File: src/rtl/xs3_digit_accumulator.sv
// xs3_digit_accumulator
//   Packs a most-significant-first stream of decoded decimal digits (from the
//   excess-3 -> binary digit converter) into one binary integer,
//   acc = acc*10 + digit. The finished number is offered on a valid/ready port
//   together with a sticky error flag and the number of digits consumed.
//
// Ports
//   clk        rising-edge clock
//   rst        synchronous reset, active-high
//   in_valid   digit/digit_err/last are valid
//   in_ready   block accepts a digit this cycle
//   digit      decoded digit, legal 0..9
//   digit_err  upstream decode error for this digit
//   last       this digit ends the number
//   out_valid  value/out_err/dig_count are valid
//   out_ready  consumer takes the result
//   value      accumulated integer (reads 0 while accumulating)
//   out_err    bad digit or overflow seen in this number
//   dig_count  digits accepted for this number
//
// state | meaning
// ACC   | accepting digits, result outputs forced to 0
// DONE  | result presented and held until out_ready

module xs3_digit_accumulator #(
  parameter int NDIG = 4,
  parameter int OUTW = 14,
  parameter int CNTW = 3
) (
  input  logic            clk,
  input  logic            rst,
  input  logic            in_valid,
  output logic            in_ready,
  input  logic [3:0]      digit,
  input  logic            digit_err,
  input  logic            last,
  output logic            out_valid,
  input  logic            out_ready,
  output logic [OUTW-1:0] value,
  output logic            out_err,
  output logic [CNTW-1:0] dig_count
);

  typedef enum logic {ACC = 1'b0, DONE = 1'b1} state_t;

  localparam logic [OUTW+3:0] TEN     = (OUTW+4)'(10);
  localparam logic [CNTW-1:0] CNT_ONE = CNTW'(1);
  localparam logic [CNTW-1:0] CNT_LIM = CNTW'(NDIG);

  state_t            state, state_nxt;
  logic [OUTW-1:0]   acc, acc_nxt;
  logic              err, err_nxt;
  logic [CNTW-1:0]   cnt, cnt_nxt;

  logic              bad;
  logic [3:0]        eff;
  logic [OUTW+3:0]   prod;
  logic [CNTW-1:0]   cnt_inc;

  always_ff @(posedge clk) begin
    if (rst) begin
      state <= ACC;
      acc   <= '0;
      err   <= 1'b0;
      cnt   <= '0;
    end else begin
      state <= state_nxt;
      acc   <= acc_nxt;
      err   <= err_nxt;
      cnt   <= cnt_nxt;
    end
  end

  always_comb begin
    // Bad digits contribute 0 so the position weighting of later digits holds.
    bad       = digit_err | (digit > 4'd9);
    eff       = bad ? 4'd0 : digit;
    // Four guard bits catch the carry out of acc*10 + eff.
    prod      = ({4'd0, acc} * TEN) + {{OUTW{1'b0}}, eff};
    cnt_inc   = cnt + CNT_ONE;

    state_nxt = state;
    acc_nxt   = acc;
    err_nxt   = err;
    cnt_nxt   = cnt;

    in_ready  = 1'b0;
    out_valid = 1'b0;
    value     = '0;
    out_err   = 1'b0;
    dig_count = '0;

    case (state)
      ACC: begin
        in_ready = 1'b1;
        if (in_valid) begin
          acc_nxt = prod[OUTW-1:0];
          err_nxt = err | bad | (|prod[OUTW+3:OUTW]);
          cnt_nxt = cnt_inc;
          if (last || (cnt_inc == CNT_LIM)) state_nxt = DONE;
        end
      end
      DONE: begin
        out_valid = 1'b1;
        value     = acc;
        out_err   = err;
        dig_count = cnt;
        if (out_ready) begin
          state_nxt = ACC;
          acc_nxt   = '0;
          err_nxt   = 1'b0;
          cnt_nxt   = '0;
        end
      end
      default: state_nxt = ACC;
    endcase
  end

endmodule

File: config.mk
export PLATFORM = sky130hd
export DESIGN_NAME = xs3_digit_accumulator
export DESIGN_NICKNAME = d
export VERILOG_FILES = /design/src/rtl/xs3_digit_accumulator.sv
export SDC_FILE = /design/constraint.sdc
export NUM_CORES = 1
export LEC_CHECK = 0
export ABC_AREA = 1
export CAP_MARGIN = 10
export CELL_PAD_IN_SITES_DETAIL_PLACEMENT = 0
export CELL_PAD_IN_SITES_GLOBAL_PLACEMENT = 2
export CORE_MARGIN = 10
export CORE_UTILIZATION = 30
export CTS_BUF_LIST = sky130_fd_sc_hd__clkbuf_8
export DETAILED_ROUTE_END_ITERATION = 7
export PLACE_DENSITY_LB_ADDON = 0.2
export SLEW_MARGIN = 0
export SYNTH_ARGS = -nofsm -noshare
export SYNTH_HDL_FRONTEND = slang
export SYNTH_SLANG_ARGS = --single-unit
File: constraint.sdc
create_clock -name clk -period 3.7 [get_ports clk]
set_clock_uncertainty 0.05 [all_clocks]
set_input_delay 0.925 -clock clk [delete_from_list [all_inputs] [get_ports clk]]
set_output_delay 0.925 -clock clk [all_outputs]
set_load 0.01 [all_outputs]
==> results.yml <==
drt:
  final_antenna_net_count: 0
  number_of_design_rule_violations_left_after_detail_routing: 0
  total_number_of_vias: 2195
  totalWireLength_mm: 6.00
  detailedRoute.firstPassIterationCount: 4
  drt-vias-per-instance: 4.41
  detailed_route_iter0_violations: 59
  wl_per_cell_um: 12.0
global_routing:
  grt_max_degree: 22
  wire_length_of_the_first_global_routing_pass_mm: 10.1
  global_route_usage_over_all_layers_pct: 10.8
  grt_antenna_before_repair: 0
  vias_in_the_first_global_route: 2093
  overflow: 0
power_and_ir_drop:
  power_switching_uw: 157
  power_density_mw_per_mm2: 182
  p_comb_share_pct: 22.2
  internal_power_uw: 333
  clockPowerShare_pct: 31.4
  switching_portion_of_total_power_pct: 32.1
  power.ir.vdd_worst_mv: 0.110
  cellLeakagePower_uw: 0.00145
  seq_power_share_pct: 46.4
  power_uw: 490
sta:
  setup_viol: 0
  post-route-period-util_pct: 89.4
  layout_min_cycle_time_ns: 3.31
  maxSlewViolCount: 0
  report.final.hold_viol_count: 0
  setup_total_negative_slack_ns: 0
  maximum_achievable_frequency_mhz: 302
  setup_repair_after_global_routing_missed_its_margin: "false"
  timing.final.ws_setup_ns: 0.392
  tightest_slew_ns: 0.736
  slew_headroom_pct: 50.8
floorplanning:
  dieHeight_um: 105
  chipWidth_um: 105
  initial_utilization_pct: 30.5
  dieArea_sq_mm: 0.0111
  placement_rows: 31
  floorplan.core_area_sq_mm: 0.00718
  io_pins: 30
synthesis:
  synth.cell_area_sq_mm: 0.00219
  synth_seq_cells: 19
  postSynthAreaPerCell_sq_um: 6.02
  net_count_of_the_mapped_netlist: 405
  yosys_warnings: 0
  syn-instance-count: 364
  post-synth-top-area-fraction_pct: 18.8
  yosys-top-cells-area: "sky130_fd_sc_hd__nand2_1 19%, sky130_fd_sc_hd__dfxtp_1 17%, sky130_fd_sc_hd__ha_1 17%"
  synth.lib_cells_used.distinct: 26
  synth_top_area_cell: "sky130_fd_sc_hd__nand2_1"
  seq_area_frac_synth_pct: 17.4
final_layout:
  final.fill_count: 799
  layout-area-overhead-vs-synth_pct: 22.7
  postLayoutCoreUtil_pct: 37.5
  drive_gt1_share_pct: 10.3
  ant_cells: 0
  layout_common_cells: "110 x sky130_fd_sc_hd__nand2_1, 68 x sky130_fd_sc_hd__inv_1, 30 x sky130_fd_sc_hd__nand3_1"
  most_frequent_standard_cell_in_the_layout_excluding_fill_and_tap_cells: "sky130_fd_sc_hd__nand2_1"
  finish.net_count: 441
  fin_area_sq_mm: 0.00269
worst_setup_path:
  critical_path.most_common_cell: "sky130_fd_sc_hd__nand2_1"
  wp_data_required_ns: 3.82
  startpoint_type: "input port"
  cp.buffers_inverters: 6
  critical_path_s_top_delay_family: "simple AND/OR/NAND/NOR gates"
  critPathSlowestCell: "sky130_fd_sc_hd__clkdlybuf4s50_1"
  setup.worst_path.end_class: "flip-flop"
  timing.reg2reg.worst_path_depth: 20
  critical_path_depth: 25
  setup.worst_path.class: "in -> reg"
  path_max_fanout: 5
  crit_arrival_ns: 3.43
  slowest_delay_ns: 0.48
placed_design:
  post_dp_cell_area_sq_mm: 0.00264
  placement.io_buffers: 29
  dpl.hpwl_mm: 4.98
  globalplace.congestion: 0.805
  pre_cts_ws_ns: 0.0819
clock_network:
  clock_tree_from_tritoncts: "yes"
  cts.hold.buffers_added: 0
  cts_buffer_depth: 2
  cts_max_level: 1
  worst_skew_pair.late_latency_ns: 0.27
  cts_post_setup_buffers_inserted: 0
  tritoncts.num_buffers: 3
  cts_num_sinks: 19
  cts.repair.resized: 0
  root_buffer_cell: "sky130_fd_sc_hd__clkbuf_8"
  path_clk_slew_ns: 0.08
hold_path:
  hold_path_class: "reg -> reg"
  min_path_cells: 2
run_status:
  outcome: "finished clean"
job:
  max_cap_violations: 0
worst reg2reg max path: stages, from the launching register on:
cell and delay (ns):
sky130_fd_sc_hd__dfxtp_1 0.47, sky130_fd_sc_hd__ha_1 0.29, sky130_fd_sc_hd__ha_1 0.27, sky130_fd_sc_hd__inv_1 0.10, sky130_fd_sc_hd__fa_1 0.47, sky130_fd_sc_hd__nor2_2 0.14
sky130_fd_sc_hd__nand3_1 0.07, sky130_fd_sc_hd__nand2_1 0.08, sky130_fd_sc_hd__nand2_1 0.07, sky130_fd_sc_hd__clkinv_1 0.07, sky130_fd_sc_hd__nand3_1 0.08, sky130_fd_sc_hd__nor2_2 0.16
sky130_fd_sc_hd__nand2_2 0.11, sky130_fd_sc_hd__nor2_4 0.11, sky130_fd_sc_hd__nand2_1 0.05, sky130_fd_sc_hd__nand2_1 0.05, sky130_fd_sc_hd__nand2_1 0.05, sky130_fd_sc_hd__nor2_1 0.09
sky130_fd_sc_hd__nand2_1 0.05, sky130_fd_sc_hd__nand2_1 0.06, sky130_fd_sc_hd__a21oi_2 0.05
cells in the mapped netlist:
library cell	n
sky130_fd_sc_hd__xor2_1	2
sky130_fd_sc_hd__a21oi_1	28
sky130_fd_sc_hd__nor3_1	2
sky130_fd_sc_hd__nand3_2	3
sky130_fd_sc_hd__nor2_2	5
sky130_fd_sc_hd__nor2_1	16
sky130_fd_sc_hd__a21oi_2	2
sky130_fd_sc_hd__or2_2	2
sky130_fd_sc_hd__fa_1	2
sky130_fd_sc_hd__nand2_1	110
sky130_fd_sc_hd__a31oi_1	2
sky130_fd_sc_hd__dfxtp_1	19
sky130_fd_sc_hd__o21ai_0	13
sky130_fd_sc_hd__nand2_2	11
sky130_fd_sc_hd__o211ai_1	1
sky130_fd_sc_hd__inv_1	68
sky130_fd_sc_hd__nor2_4	3
sky130_fd_sc_hd__nand3_1	30
sky130_fd_sc_hd__inv_2	2
sky130_fd_sc_hd__ha_1	29
sky130_fd_sc_hd__nand4_1	3
sky130_fd_sc_hd__clkbuf_1	6
sky130_fd_sc_hd__o21ai_1	1
sky130_fd_sc_hd__clkinv_1	1
sky130_fd_sc_hd__or2_4	1
sky130_fd_sc_hd__xnor2_1	2
stage by stage:
stage                     hold WS, ns  cells
after floorplan                 0.390    364
after global placement          0.405    494
after detailed placement        0.407    494
after CTS                       0.421    498
after global routing            0.444    498
final                           0.426    498
final timing paths:
| path | start | end | slack, ns |
|---|---|---|---|
| worst max register to register | acc[1]$_SDFFE_PP0P_ | err$_SDFFE_PP0P_ | 0.67 |
| worst min register to register | err$_SDFFE_PP0P_ | err$_SDFFE_PP0P_ | 0.43 |
| worst max-delay path | digit[3] | err$_SDFFE_PP0P_ | 0.39 |
| worst min-delay path | err$_SDFFE_PP0P_ | err$_SDFFE_PP0P_ | 0.43 |
sequential cells by signal (all words and copies together), names as in the netlist:
register  flops
state         1
err           1
acc          14
cnt           3
power by group through the flow:
stage	Clock (uW)	Combinational, uW	Sequential, uW
floorplan	0	75.6	225
global placement	0	110	233
detailed placement	0	110	233
CTS	162	110	228
global route	163	124	230
finish	154	109	227
kinds of logic after synthesis:
logic type | synth area share (%)
AO/OA/AOI/OAI | 11.3
buffers and inverters | 13.2
AND/OR/NAND/NOR | 38.2
adder cells (fa/ha/maj) | 18.4
XOR/XNOR | 1.60
flip-flops | 17.4
final cells by class:
class / instances / area (sq um) / area share [%]
inverters: 71 / 267 / 9.91
clock inverters: 1 / 5.00 / 0.186
well taps: 99 / 124 / 4.60
clock buffers: 3 / 41.3 / 1.53
flip-flops and latches: 19 / 380 / 14.1
repair buffers: 37 / 350 / 13.0
multi-input cells: 268 / 1520 / 56.6
layer usage:
layer  wire length (um)  vias up  global-route usage (%)
met4                 24        0                    1.18
li1                   -     1214                       -
met1               2830      958                    13.5
met5                  0        -                       0
met2               2970       21                    19.2
met3                173        2                    2.07
Note: power is estimated with default switching activity, not from simulation.
==> RTL edit: new RTL, config.mk and constraints unchanged <==
The parameter `OUTW` goes from 14 to 7.
--- a/src/rtl/xs3_digit_accumulator.sv
+++ b/src/rtl/xs3_digit_accumulator.sv
@@ -24,7 +24,7 @@
 
 module xs3_digit_accumulator #(
   parameter int NDIG = 4,
-  parameter int OUTW = 14,
+  parameter int OUTW = 7,
   parameter int CNTW = 3
 ) (
   input  logic            clk,
Ports: changed (resized value); port bits go from 30 to 23. The function was not compared with the original's and may differ.
==> RTL edit against the original RTL <==
  * Setup slack better by 0.21 ns
  * Clock power is 23% lower
  * Design area fell by 49%
  * Routed wire length is 56% lower
  * Sequential cell count shrank 7
  * Synthesized area down 52%
  * Total power shrank 30%
  * First-iteration DRC count down 20%
  * Critical endpoint unchanged
  * Largest power group unchanged
  * Highest routed layer unchanged
==> RTL edit: results (changes against the original RTL) <==
[cts]
clk_pin_slew_worst_paths_ns = 0.05  ; -0.03 ns
clk_latency_ns = 0.24  ; -0.03 ns
clk_path_buf_depth = 2  ; unchanged

[synth]
synth_cell_types = 18  ; -31%
synthTopCellsByArea = dfxtp_1, ha_1, nand2_1, inv_1, a21oi_1
synth_top_cells_by_count = nand2_1, inv_1, a21oi_1
synthesis.nets = 191  ; -53%
yosysTopAreaCellShare_pct = 22.7  ; +3.8 points

[final_layout]
drive_gt1_share_pct = 5.35  ; -4.9 points
top_regs = acc (7), cnt (3)

[placement]
hpwlAfterDp_microns = 2170  ; -57%
place_congestion = 0.817  ; +1.4%
portBuffers = 22  ; -24%

[worst_setup_path]
r2r_slack_ns = 1.43  ; +0.76 ns
arrival_ns = 3.18  ; -0.25 ns
timing.critical_path.fanout_max = 4  ; -1
rr_worst_depth = 12  ; -40%
worst_path_largest_cell_delay_ns = 0.39  ; -0.09 ns

[grt]
grt_max_degree = 17  ; -23%
grt_pass1_wl_microns = 4640  ; -54%
grt_pass1_vias = 1041  ; -50%
track_usage_pct = 8.88  ; -1.9 points

[power]
vdd_ir_drop_max_uv = 142  ; +29%
intPower_uw = 244  ; -27%
p_leak_uw = 0.000738  ; -49%

[drt]
initialDrtViolationCount = 47  ; -20%
route.detailed.drc = 0  ; unchanged
wire_per_inst_microns = 11.4  ; -5.6%

[outcome]
status = finished clean

[timing]
worst-slew-pin-transition_ns = 0.588  ; -0.148 ns

-- RTL edit: worst max-delay path by stage --
| stage | from | endpoint | slack (ns) | cells past startpoint |
|---|---|---|---|---|
| after floorplan | digit[1] | err | 0.96 | 18 |
| after global placement | digit[2] | err | 0.42 | 19 |
| after detailed placement | digit[1] | err | 0.35 | 19 |
| after CTS | digit[1] | err | 0.59 | 19 |
| after global routing | digit[1] | err | 0.30 | 19 |
| final | digit[1] | err | 0.60 | 19 |
-- RTL edit: layout make-up --
type	count	area [sq um]
Clock buffer	3	41.3
Fill cell	386	1990
Inverter	37	139
Multi-Input combinational cell	113	673
Sequential cell	12	240
Tap cell	46	57.6
Timing Repair Buffer	22	220
-- RTL edit: logic make-up after synthesis --
kind of cell    Yosys count  share of synthesized area [%]
simple gates             72                           30.0
buf+inv                  39                           13.8
compound gates           23                           11.2
fa+ha+maj                17                           21.5
flops                    12                           22.7
xor+xnor                  1                          0.827
-- RTL edit: metal layers --
layer	GRT usage [%]	vias up	part of all wire, %
met5	0	-	0
met4	1.08	0	0.23
met3	5.52	2	10
met2	14.2	36	45
met1	10.1	456	45
li1	-	556	-
-- RTL edit: power by group through the flow --
stage / combinational, uW / sequential [uW] / clock (uW)
2_1_floorplan: 52.6 / 146 / 0
3_3_place_gp: 79.8 / 151 / 0
3_5_place_dp: 79.5 / 151 / 0
4_1_cts: 80.4 / 148 / 119
5_1_grt: 90.5 / 149 / 128
6_report: 79.2 / 148 / 118
-- RTL edit: metrics by stage --
step	setup slack, ns	cell area (sq um)	cells	hold WS (ns)	utilization [%]
finish	0.605	1370	233	0.431	40.8
global route	0.301	1370	233	0.440	40.8
CTS	0.587	1370	233	0.433	40.8
detailed placement	0.346	1330	230	0.407	39.5
global placement	0.418	1330	230	0.407	39.5
floorplan	0.963	1060	164	0.389	-
-- RTL edit: worst min-delay path: stages, from the launching register on --
cell and delay (ns):
dfxtp_1 0.31, inv_1 0.07, a21oi_2 0.05
